### config.mk
export PLATFORM = sky130hd
export DESIGN_NAME = ram_port_arbiter_flat
export DESIGN_NICKNAME = d
export VERILOG_FILES = /design/src/rtl/ram_port_arbiter_if.sv /design/src/rtl/ram_port_arbiter.sv /design/src/flat_wrapper.sv
export SDC_FILE = /design/constraint.sdc
export NUM_CORES = 1
export LEC_CHECK = 0
export CAP_MARGIN = 20
export CORE_MARGIN = 2
export CORE_UTILIZATION = 40
export DETAILED_ROUTE_END_ITERATION = 10
export PLACE_DENSITY = 0.89
export SLEW_MARGIN = 15
export SYNTH_ARGS = -nofsm -noshare
export SYNTH_HDL_FRONTEND = slang
export SYNTH_SLANG_ARGS = --single-unit
### constraint.sdc
create_clock -name clk -period 2.8 [get_ports clk]
set_input_delay 0.42 -clock clk [delete_from_list [all_inputs] [get_ports clk]]
set_output_delay 0.42 -clock clk [all_outputs]
set_load 0.05 [all_outputs]
### src/rtl/ram_port_arbiter_if.sv
// Bundle of the arbiter's requester, RAM and status signals.
// slave  = arbiter side, master = requesters plus RAM (system side).
interface ram_port_arbiter_if #(
   parameter int ADDR_W = 32,
   parameter int DATA_W = 32
);
   // requester port 0
   logic              p0_read;
   logic              p0_write;
   logic [ADDR_W-1:0] p0_addr;
   logic [DATA_W-1:0] p0_wdata;
   logic [DATA_W-1:0] p0_rdata;
   logic              p0_done;
   // requester port 1
   logic              p1_read;
   logic              p1_write;
   logic [ADDR_W-1:0] p1_addr;
   logic [DATA_W-1:0] p1_wdata;
   logic [DATA_W-1:0] p1_rdata;
   logic              p1_done;
   // single-port RAM
   logic [ADDR_W-1:0] ramAddress;
   logic [DATA_W-1:0] ramOut;
   logic              readReq;
   logic              writeReq;
   logic [DATA_W-1:0] ramIn;
   // status
   logic              busy;
   logic              owner;
   logic              proto_err;

   modport slave (
      input  p0_read, p0_write, p0_addr, p0_wdata,
      output p0_rdata, p0_done,
      input  p1_read, p1_write, p1_addr, p1_wdata,
      output p1_rdata, p1_done,
      output ramAddress, ramOut, readReq, writeReq,
      input  ramIn,
      output busy, owner, proto_err
   );

   modport master (
      output p0_read, p0_write, p0_addr, p0_wdata,
      input  p0_rdata, p0_done,
      output p1_read, p1_write, p1_addr, p1_wdata,
      input  p1_rdata, p1_done,
      input  ramAddress, ramOut, readReq, writeReq,
      output ramIn,
      input  busy, owner, proto_err
   );
endinterface

### src/rtl/ram_port_arbiter.sv
// Two-port arbiter in front of a single-port RAM with fixed read latency.
// One access in flight at a time: IDLE -> ISSUE -> WAIT -> DONE -> IDLE.
module ram_port_arbiter #(
   parameter int ADDR_W      = 32,
   parameter int DATA_W      = 32,
   parameter int RAM_LATENCY = 2,   // 1..15
   parameter int FIXED_PRIO  = 0
) (
   input logic               clk,
   input logic               reset,   // async, active low
   ram_port_arbiter_if.slave bus
);

   typedef enum logic [1:0] {IDLE, ISSUE, WAIT, DONE} state_t;

   state_t            state, state_nxt;
   logic [3:0]        cnt;
   logic              op_wr;        // latched access type of the current grant
   logic              own;
   logic              rr_ptr;       // port favoured on the next tie
   logic              perr;
   logic [ADDR_W-1:0] addr_q;
   logic [DATA_W-1:0] wdata_q;
   logic [DATA_W-1:0] rdata0_q, rdata1_q;

   logic pend0, pend1, grant, win, sample;
   logic read_req, write_req, busy_c, done0, done1;

   assign pend0 = bus.p0_read | bus.p0_write;
   assign pend1 = bus.p1_read | bus.p1_write;
   assign grant = (state == IDLE) && (pend0 || pend1);

   // the RAM data is valid on exactly one edge: E0 + RAM_LATENCY
   assign sample = ((state == ISSUE) && (RAM_LATENCY == 1)) ||
                   ((state == WAIT) && (cnt == 4'd0));

   // winner select: a lone requester always wins, ties go by mode
   always_comb begin
      win = 1'b0;
      if (pend0 && pend1)
         win = (FIXED_PRIO != 0) ? 1'b0 : rr_ptr;
      else if (pend1)
         win = 1'b1;
   end

   // state register
   always_ff @(posedge clk or negedge reset) begin
      if (!reset) state <= IDLE;
      else        state <= state_nxt;
   end

   // next-state logic
   always_comb begin
      state_nxt = state;
      case (state)
         IDLE:  if (grant) state_nxt = ISSUE;
         ISSUE: state_nxt = (RAM_LATENCY == 1) ? DONE : WAIT;
         WAIT:  if (cnt == 4'd0) state_nxt = DONE;
         DONE:  state_nxt = IDLE;
         default: state_nxt = IDLE;
      endcase
   end

   // strobes, busy and done pulses decode straight from the state
   always_comb begin
      read_req  = (state == ISSUE) && !op_wr;
      write_req = (state == ISSUE) &&  op_wr;
      busy_c    = (state != IDLE);
      done0     = (state == DONE) && !own;
      done1     = (state == DONE) &&  own;
   end

   // grant capture, latency counter, read-data return and error flag
   always_ff @(posedge clk or negedge reset) begin
      if (!reset) begin
         cnt      <= '0;
         op_wr    <= 1'b0;
         own      <= 1'b0;
         rr_ptr   <= 1'b0;
         perr     <= 1'b0;
         addr_q   <= '0;
         wdata_q  <= '0;
         rdata0_q <= '0;
         rdata1_q <= '0;
      end else begin
         if (grant) begin
            own     <= win;
            rr_ptr  <= ~win;
            addr_q  <= win ? bus.p1_addr  : bus.p0_addr;
            wdata_q <= win ? bus.p1_wdata : bus.p0_wdata;
            // write takes precedence when a port raises both strobes
            op_wr   <= win ? bus.p1_write : bus.p0_write;
            if (win ? (bus.p1_read && bus.p1_write) : (bus.p0_read && bus.p0_write))
               perr <= 1'b1;
         end
         if (state == ISSUE)
            cnt <= 4'(RAM_LATENCY > 1 ? RAM_LATENCY - 2 : 0);
         else if (state == WAIT)
            cnt <= cnt - 4'd1;
         if (sample && !op_wr) begin
            if (own) rdata1_q <= bus.ramIn;
            else     rdata0_q <= bus.ramIn;
         end
      end
   end

   assign bus.ramAddress = addr_q;
   assign bus.ramOut     = wdata_q;
   assign bus.readReq    = read_req;
   assign bus.writeReq   = write_req;
   assign bus.busy       = busy_c;
   assign bus.owner      = own;
   assign bus.proto_err  = perr;
   assign bus.p0_rdata   = rdata0_q;
   assign bus.p1_rdata   = rdata1_q;
   assign bus.p0_done    = done0;
   assign bus.p1_done    = done1;

endmodule

### src/flat_wrapper.sv
// flat-port wrapper written by rule: the top's interface ports become plain ports
module ram_port_arbiter_flat 
#(
   parameter int ADDR_W      = 32,
   parameter int DATA_W      = 32,
   parameter int RAM_LATENCY = 2,           
   parameter int FIXED_PRIO  = 0
)
  (clk, reset, bus_p0_read, bus_p0_write, bus_p0_addr, bus_p0_wdata, bus_p0_rdata, bus_p0_done, bus_p1_read, bus_p1_write, bus_p1_addr, bus_p1_wdata, bus_p1_rdata, bus_p1_done, bus_ramAddress, bus_ramOut, bus_readReq, bus_writeReq, bus_ramIn, bus_busy, bus_owner, bus_proto_err);
  ram_port_arbiter_if #(.ADDR_W(ADDR_W), .DATA_W(DATA_W)) bus_i ();
  input logic clk;
  input logic reset;
  input wire logic [$bits(bus_i.p0_read)-1:0] bus_p0_read;
  input wire logic [$bits(bus_i.p0_write)-1:0] bus_p0_write;
  input wire logic [$bits(bus_i.p0_addr)-1:0] bus_p0_addr;
  input wire logic [$bits(bus_i.p0_wdata)-1:0] bus_p0_wdata;
  output wire logic [$bits(bus_i.p0_rdata)-1:0] bus_p0_rdata;
  output wire logic [$bits(bus_i.p0_done)-1:0] bus_p0_done;
  input wire logic [$bits(bus_i.p1_read)-1:0] bus_p1_read;
  input wire logic [$bits(bus_i.p1_write)-1:0] bus_p1_write;
  input wire logic [$bits(bus_i.p1_addr)-1:0] bus_p1_addr;
  input wire logic [$bits(bus_i.p1_wdata)-1:0] bus_p1_wdata;
  output wire logic [$bits(bus_i.p1_rdata)-1:0] bus_p1_rdata;
  output wire logic [$bits(bus_i.p1_done)-1:0] bus_p1_done;
  output wire logic [$bits(bus_i.ramAddress)-1:0] bus_ramAddress;
  output wire logic [$bits(bus_i.ramOut)-1:0] bus_ramOut;
  output wire logic [$bits(bus_i.readReq)-1:0] bus_readReq;
  output wire logic [$bits(bus_i.writeReq)-1:0] bus_writeReq;
  input wire logic [$bits(bus_i.ramIn)-1:0] bus_ramIn;
  output wire logic [$bits(bus_i.busy)-1:0] bus_busy;
  output wire logic [$bits(bus_i.owner)-1:0] bus_owner;
  output wire logic [$bits(bus_i.proto_err)-1:0] bus_proto_err;
  assign bus_i.p0_read = bus_p0_read;
  assign bus_i.p0_write = bus_p0_write;
  assign bus_i.p0_addr = bus_p0_addr;
  assign bus_i.p0_wdata = bus_p0_wdata;
  assign bus_p0_rdata = bus_i.p0_rdata;
  assign bus_p0_done = bus_i.p0_done;
  assign bus_i.p1_read = bus_p1_read;
  assign bus_i.p1_write = bus_p1_write;
  assign bus_i.p1_addr = bus_p1_addr;
  assign bus_i.p1_wdata = bus_p1_wdata;
  assign bus_p1_rdata = bus_i.p1_rdata;
  assign bus_p1_done = bus_i.p1_done;
  assign bus_ramAddress = bus_i.ramAddress;
  assign bus_ramOut = bus_i.ramOut;
  assign bus_readReq = bus_i.readReq;
  assign bus_writeReq = bus_i.writeReq;
  assign bus_i.ramIn = bus_ramIn;
  assign bus_busy = bus_i.busy;
  assign bus_owner = bus_i.owner;
  assign bus_proto_err = bus_i.proto_err;
  ram_port_arbiter #(.ADDR_W(ADDR_W), .DATA_W(DATA_W), .RAM_LATENCY(RAM_LATENCY), .FIXED_PRIO(FIXED_PRIO)) u_core (.clk(clk), .reset(reset), .bus(bus_i));
endmodule
==> results.md <==
- During I/O placement, the number of pins put on the boundary was 301.
- The total instance count after detailed placement is 879.
- The fraction of the cycle the final worst path needs is about 92%.
- The average wire length per cell after detail routing is 19.4 µm.
- The critical path goes through inv_1 -> ha_1 -> nor2b_1 -> clkdlybuf4s50_1.
- The DRC violation count after routing is 0.
- Counting the fill cells in the layout gives between 900 and 1000.
- In this run, synthesis inferred 0 flip-flops with an integrated enable.
- When the netlist entered floorplanning its net count stood at 589.
- Counting every sink on the clock net gives approximately 140.
- Summed over all failing endpoints, the final setup total negative slack is 0 ns.
- The mean number of vias per cell is 5.22.
- The first detailed-routing pass took 5 iterations.
- The largest buffer count on any clock path is 2.
- The post-layout instance area is 9700 µm².
- Setup repair after global routing left no endpoint under its margin.
- The critical register-to-register path endpoint is u_core.bus.p1_rdata[22]$_DFFE_PN0P_.
- The sequential standard cell area is 3450 µm².
- The floorplan die area is between 15000 and 20000 µm².
- The share of post-route cells with drive strength above 1 is about 15%.
- In this run the post-CTS setup repair buffer count came out at 0.
- The number of nets in the final layout is 888.
- The number of gates given a new drive strength after cts is 0.
- The multi-input logic area is between 2000 and 2500 µm².
- In this run the number of H-tree levels came out at 4.
- In this run the cell area of the synthesized design comes to 5910 µm².
- From left edge to right edge, the die measures 126 µm.
- The maximum clock skew at final layout is a little over 0.009 ns.
- For the worst setup path, the data arrival time is 2.16 ns.
- Buffers inserted during clock tree synthesis total 17.
- The flow ran to the end, and the final reports show no timing, DRC or antenna violations.
- For this configuration, the core starts out at a cell density of 40.8%.
- The routed layout has 4764 vias.
- The antenna cell count is 0.
- By area the synthesized netlist is led by sky130_fd_sc_hd__dfrtp_1 58%, sky130_fd_sc_hd__a221o_1 11%, sky130_fd_sc_hd__mux2_4 7.6%, sky130_fd_sc_hd__and2_1 7.1%, sky130_fd_sc_hd__mux2_2 6.7%.
- The core region is 14500 µm².
- The highest net fanout along the worst path is 6.
- The die is between 100 and 150 µm tall.
- The total routing usage reported by global routing is 22.8%.
- The initial antenna violation count is 0.
- Data on the critical path is required at its endpoint by 2.38 ns.
- The count of final max-slew check failures is 0.
- The clock-pin slew on the worst setup and hold paths is 0.06 ns.
- Dividing total power by cell area gives a power density of 1470 nW/µm².
- The critical path capture point type is an output pin.
- Sequential elements use 58.5% of the synthesized area.
- Once placement finished, the instance area stood at 9070 µm².
- Synthesis instantiated 34 different standard cells from the library.
- Along the worst hold path, the cell count comes to 1.
- The final critical-path required period is 2.58 ns.
- The worst register-to-register path has a setup slack of approximately 0.4 ns.
- The Yosys warning count is 0.
- The number of endpoints with negative hold slack in the final report came to 0.
- The slowest stage cell on the critical path is sky130_fd_sc_hd__clkdlybuf4s50_1.
- The final instance count without filler cells is around 900.
- Setup violations remaining at the end of the flow were counted as 0.
- The clock latency of the later-clocked register in the worst-skew pair is 0.42 ns.
- Compared with the post-synthesis result, the final layout area differs by 64.3%.
- By instance count, the leading cell after synthesis is sky130_fd_sc_hd__dfrtp_1.
- The worst hold path begins at u_core.bus.proto_err$_DFFE_PN0P_.
- In this run the mean area of a mapped cell was 14.2 µm².
- Buffers placed on the I/O ports in this run total 300.
- The measured slew at the worst slew-check pin is slightly above 0.6 ns.
- After synthesis the netlist holds a flip-flop and latch count of around 140.
- In this design, the stage delay of the slowest critical-path cell is just over 0.8 ns.
- The leakage power figure is 4.16 nW.
- After technology mapping, the gate count stands at between 400 and 500.
- The number of global-route vias before repair is 5226.
- The endpoint with the worst hold slack is u_core.bus.proto_err$_DFFE_PN0P_.
- Max-cap violations in this run came to 0.
- The leading area contributor after synthesis is sky130_fd_sc_hd__dfrtp_1.
- The first-pass GRT wire length is 28.1 mm.
- Counting flops with an async set or reset pin after synthesis yields a share of 100%.
- The worst reg-to-reg path cell count is 5.
- In this run the remaining antenna-violating nets after routing total 0.
- The share of synthesized area in the top cell type comes to 58.5%.
- STA classifies the critical path startpoint as a flip-flop.
- After legalization and detailed placement, the total HPWL measured 12.6 mm.
- The count of routing violations after the opening detailed-route iteration is 223.
- The final RePlAce weighted congestion is 0.838.
- The peak ir drop on the vdd network is 0.000707 V.
- In this run the critical register-to-register path is launched from u_core.cnt[0]$_DFFE_PN0P_.
- The clock root buffer master is sky130_fd_sc_hd__clkbuf_16.
- The type of the tightest min-delay check is flip-flop to flip-flop.
- The worst hold slack after final layout is 0.487 ns.
- For this run, the share of the core covered by cells in the final layout is 67.0%.
- By count the netlist is led by 138 x sky130_fd_sc_hd__dfrtp_1, 67 x sky130_fd_sc_hd__and2_1, 64 x sky130_fd_sc_hd__a221o_1.
- TritonCTS built the clock tree.
- The most frequently used flop master after synthesis is sky130_fd_sc_hd__dfrtp_1.
- Entering global routing, the biggest net connects 69 pins.
- Row generation in the floorplan step produced 44 rows.
- The kind of critical path is flip-flop to output pin.
- The aggregate global routing overflow is 0.
- The routed design has 17.7 mm of wire.
- Derived from the worst setup path, the maximum achievable clock frequency is about 0.39 GHz.
- The worst-case headroom to the max-slew limit is 58.4%.
## sequential cells by signal, indices dropped and copies added (netlist names)
name / flops
u_core.cnt: 4
u_core.rr_ptr: 1
u_core.bus.proto_err: 1
u_core.state: 2
u_core.bus.p0_rdata: 32
u_core.bus.ramOut: 32
u_core.op_wr: 1
u_core.bus.owner: 1
u_core.bus.p1_rdata: 32
u_core.bus.ramAddress: 32
## metrics by stage
stage | worst slack [ns] | power (mW)
6_report | 0.216 | 14.2
5_1_grt | 0.0738 | 14.9
4_1_cts | 0.188 | 14.3
3_5_place_dp | 0.425 | 11.9
3_3_place_gp | 0.495 | 11.6
2_1_floorplan | 0.659 | 8.96
## timing repair
action | 4_1_cts | 5_1_grt
setup endpoints to repair | 0 | 0
endpoints found under the hold margin | 43 | 0
hold buffers | 1 | 0
## area by class of cell
cell class / count / area share, %
Tap cell: 184 / 2.37
Inverter: 8 / 0.309
Multi-Input combinational cell: 241 / 23.4
Timing Repair Buffer: 309 / 31.9
Clock inverter: 14 / 1.88
Clock buffer: 18 / 4.53
Sequential cell: 138 / 35.6
## worst max-delay path by stage
stage | start | to | cells past startpoint
after floorplan | u_core.cnt[0]$_DFFE_PN0P_ | u_core.bus.p1_rdata[10]$_DFFE_PN0P_ | 7
after global placement | u_core.cnt[0]$_DFFE_PN0P_ | u_core.bus.p1_rdata[4]$_DFFE_PN0P_ | 5
after detailed placement | u_core.cnt[0]$_DFFE_PN0P_ | u_core.bus.p1_rdata[8]$_DFFE_PN0P_ | 5
after CTS | u_core.state[1]$_DFFE_PN0P_ | bus_readReq | 4
after global routing | u_core.state[1]$_DFFE_PN0P_ | bus_readReq | 4
final | u_core.state[1]$_DFFE_PN0P_ | bus_readReq | 4
## kinds of logic after synthesis
group           Yosys count  synth area share [%]
simple gates             85                  9.05
mux                      66                  14.5
compound gates           83                  13.2
buf+inv                  37                  3.37
fa+ha+maj                 7                  1.48
flops                   138                  58.5
## metal layers
| metal | part of all wire [%] | GRT usage (%) |
|---|---|---|
| met2 | 51 | 39.8 |
| met4 | 2.6 | 8.89 |
| met5 | 0 | 0 |
| met3 | 6.2 | 5.43 |
| met1 | 40 | 27.3 |
## power breakdown
group	total, mW	internal, mW	switching, mW
Combinational	8.25	3.21	5.04
Clock	2.36	1.44	0.916
Sequential	3.63	3.01	0.618
## worst max-delay path, delay by kind of cell (launching register included)
family | cells | cell delay [ns]
DFF | 1 | 0.41
and+or+nand+nor | 1 | 0.16
buffers and inverters | 2 | 0.92
adders and majority gates | 1 | 0.27
## layout by cell type (no fill, tap or decap), types with 2 or more instances in the layout
cell type | synthesis | routed
sky130_fd_sc_hd__a221o_1 | 64 | 64
sky130_fd_sc_hd__nor2_1 | 4 | 4
sky130_fd_sc_hd__clkbuf_16 | 0 | 17
sky130_fd_sc_hd__nand2_1 | 4 | 4
sky130_fd_sc_hd__a21o_1 | 2 | 2
sky130_fd_sc_hd__o22ai_1 | 2 | 2
sky130_fd_sc_hd__ha_1 | 7 | 7
sky130_fd_sc_hd__o21bai_1 | 2 | 2
sky130_fd_sc_hd__mux2_4 | 30 | 30
sky130_fd_sc_hd__clkinv_4 | 0 | 3
sky130_fd_sc_hd__buf_12 | 3 | 2
sky130_fd_sc_hd__o211a_2 | 0 | 2
sky130_fd_sc_hd__inv_6 | 0 | 4
sky130_fd_sc_hd__nor2b_1 | 3 | 3
sky130_fd_sc_hd__inv_1 | 8 | 8
sky130_fd_sc_hd__clkdlybuf4s50_1 | 0 | 299
sky130_fd_sc_hd__mux2_2 | 35 | 35
sky130_fd_sc_hd__and2_1 | 67 | 67
sky130_fd_sc_hd__o21ai_0 | 4 | 4
sky130_fd_sc_hd__clkinvlp_4 | 0 | 2
sky130_fd_sc_hd__buf_4 | 0 | 6
sky130_fd_sc_hd__dfrtp_1 | 138 | 138
sky130_fd_sc_hd__bufinv_16 | 0 | 3
No activity file was read; power rests on OpenSTA's default activity.
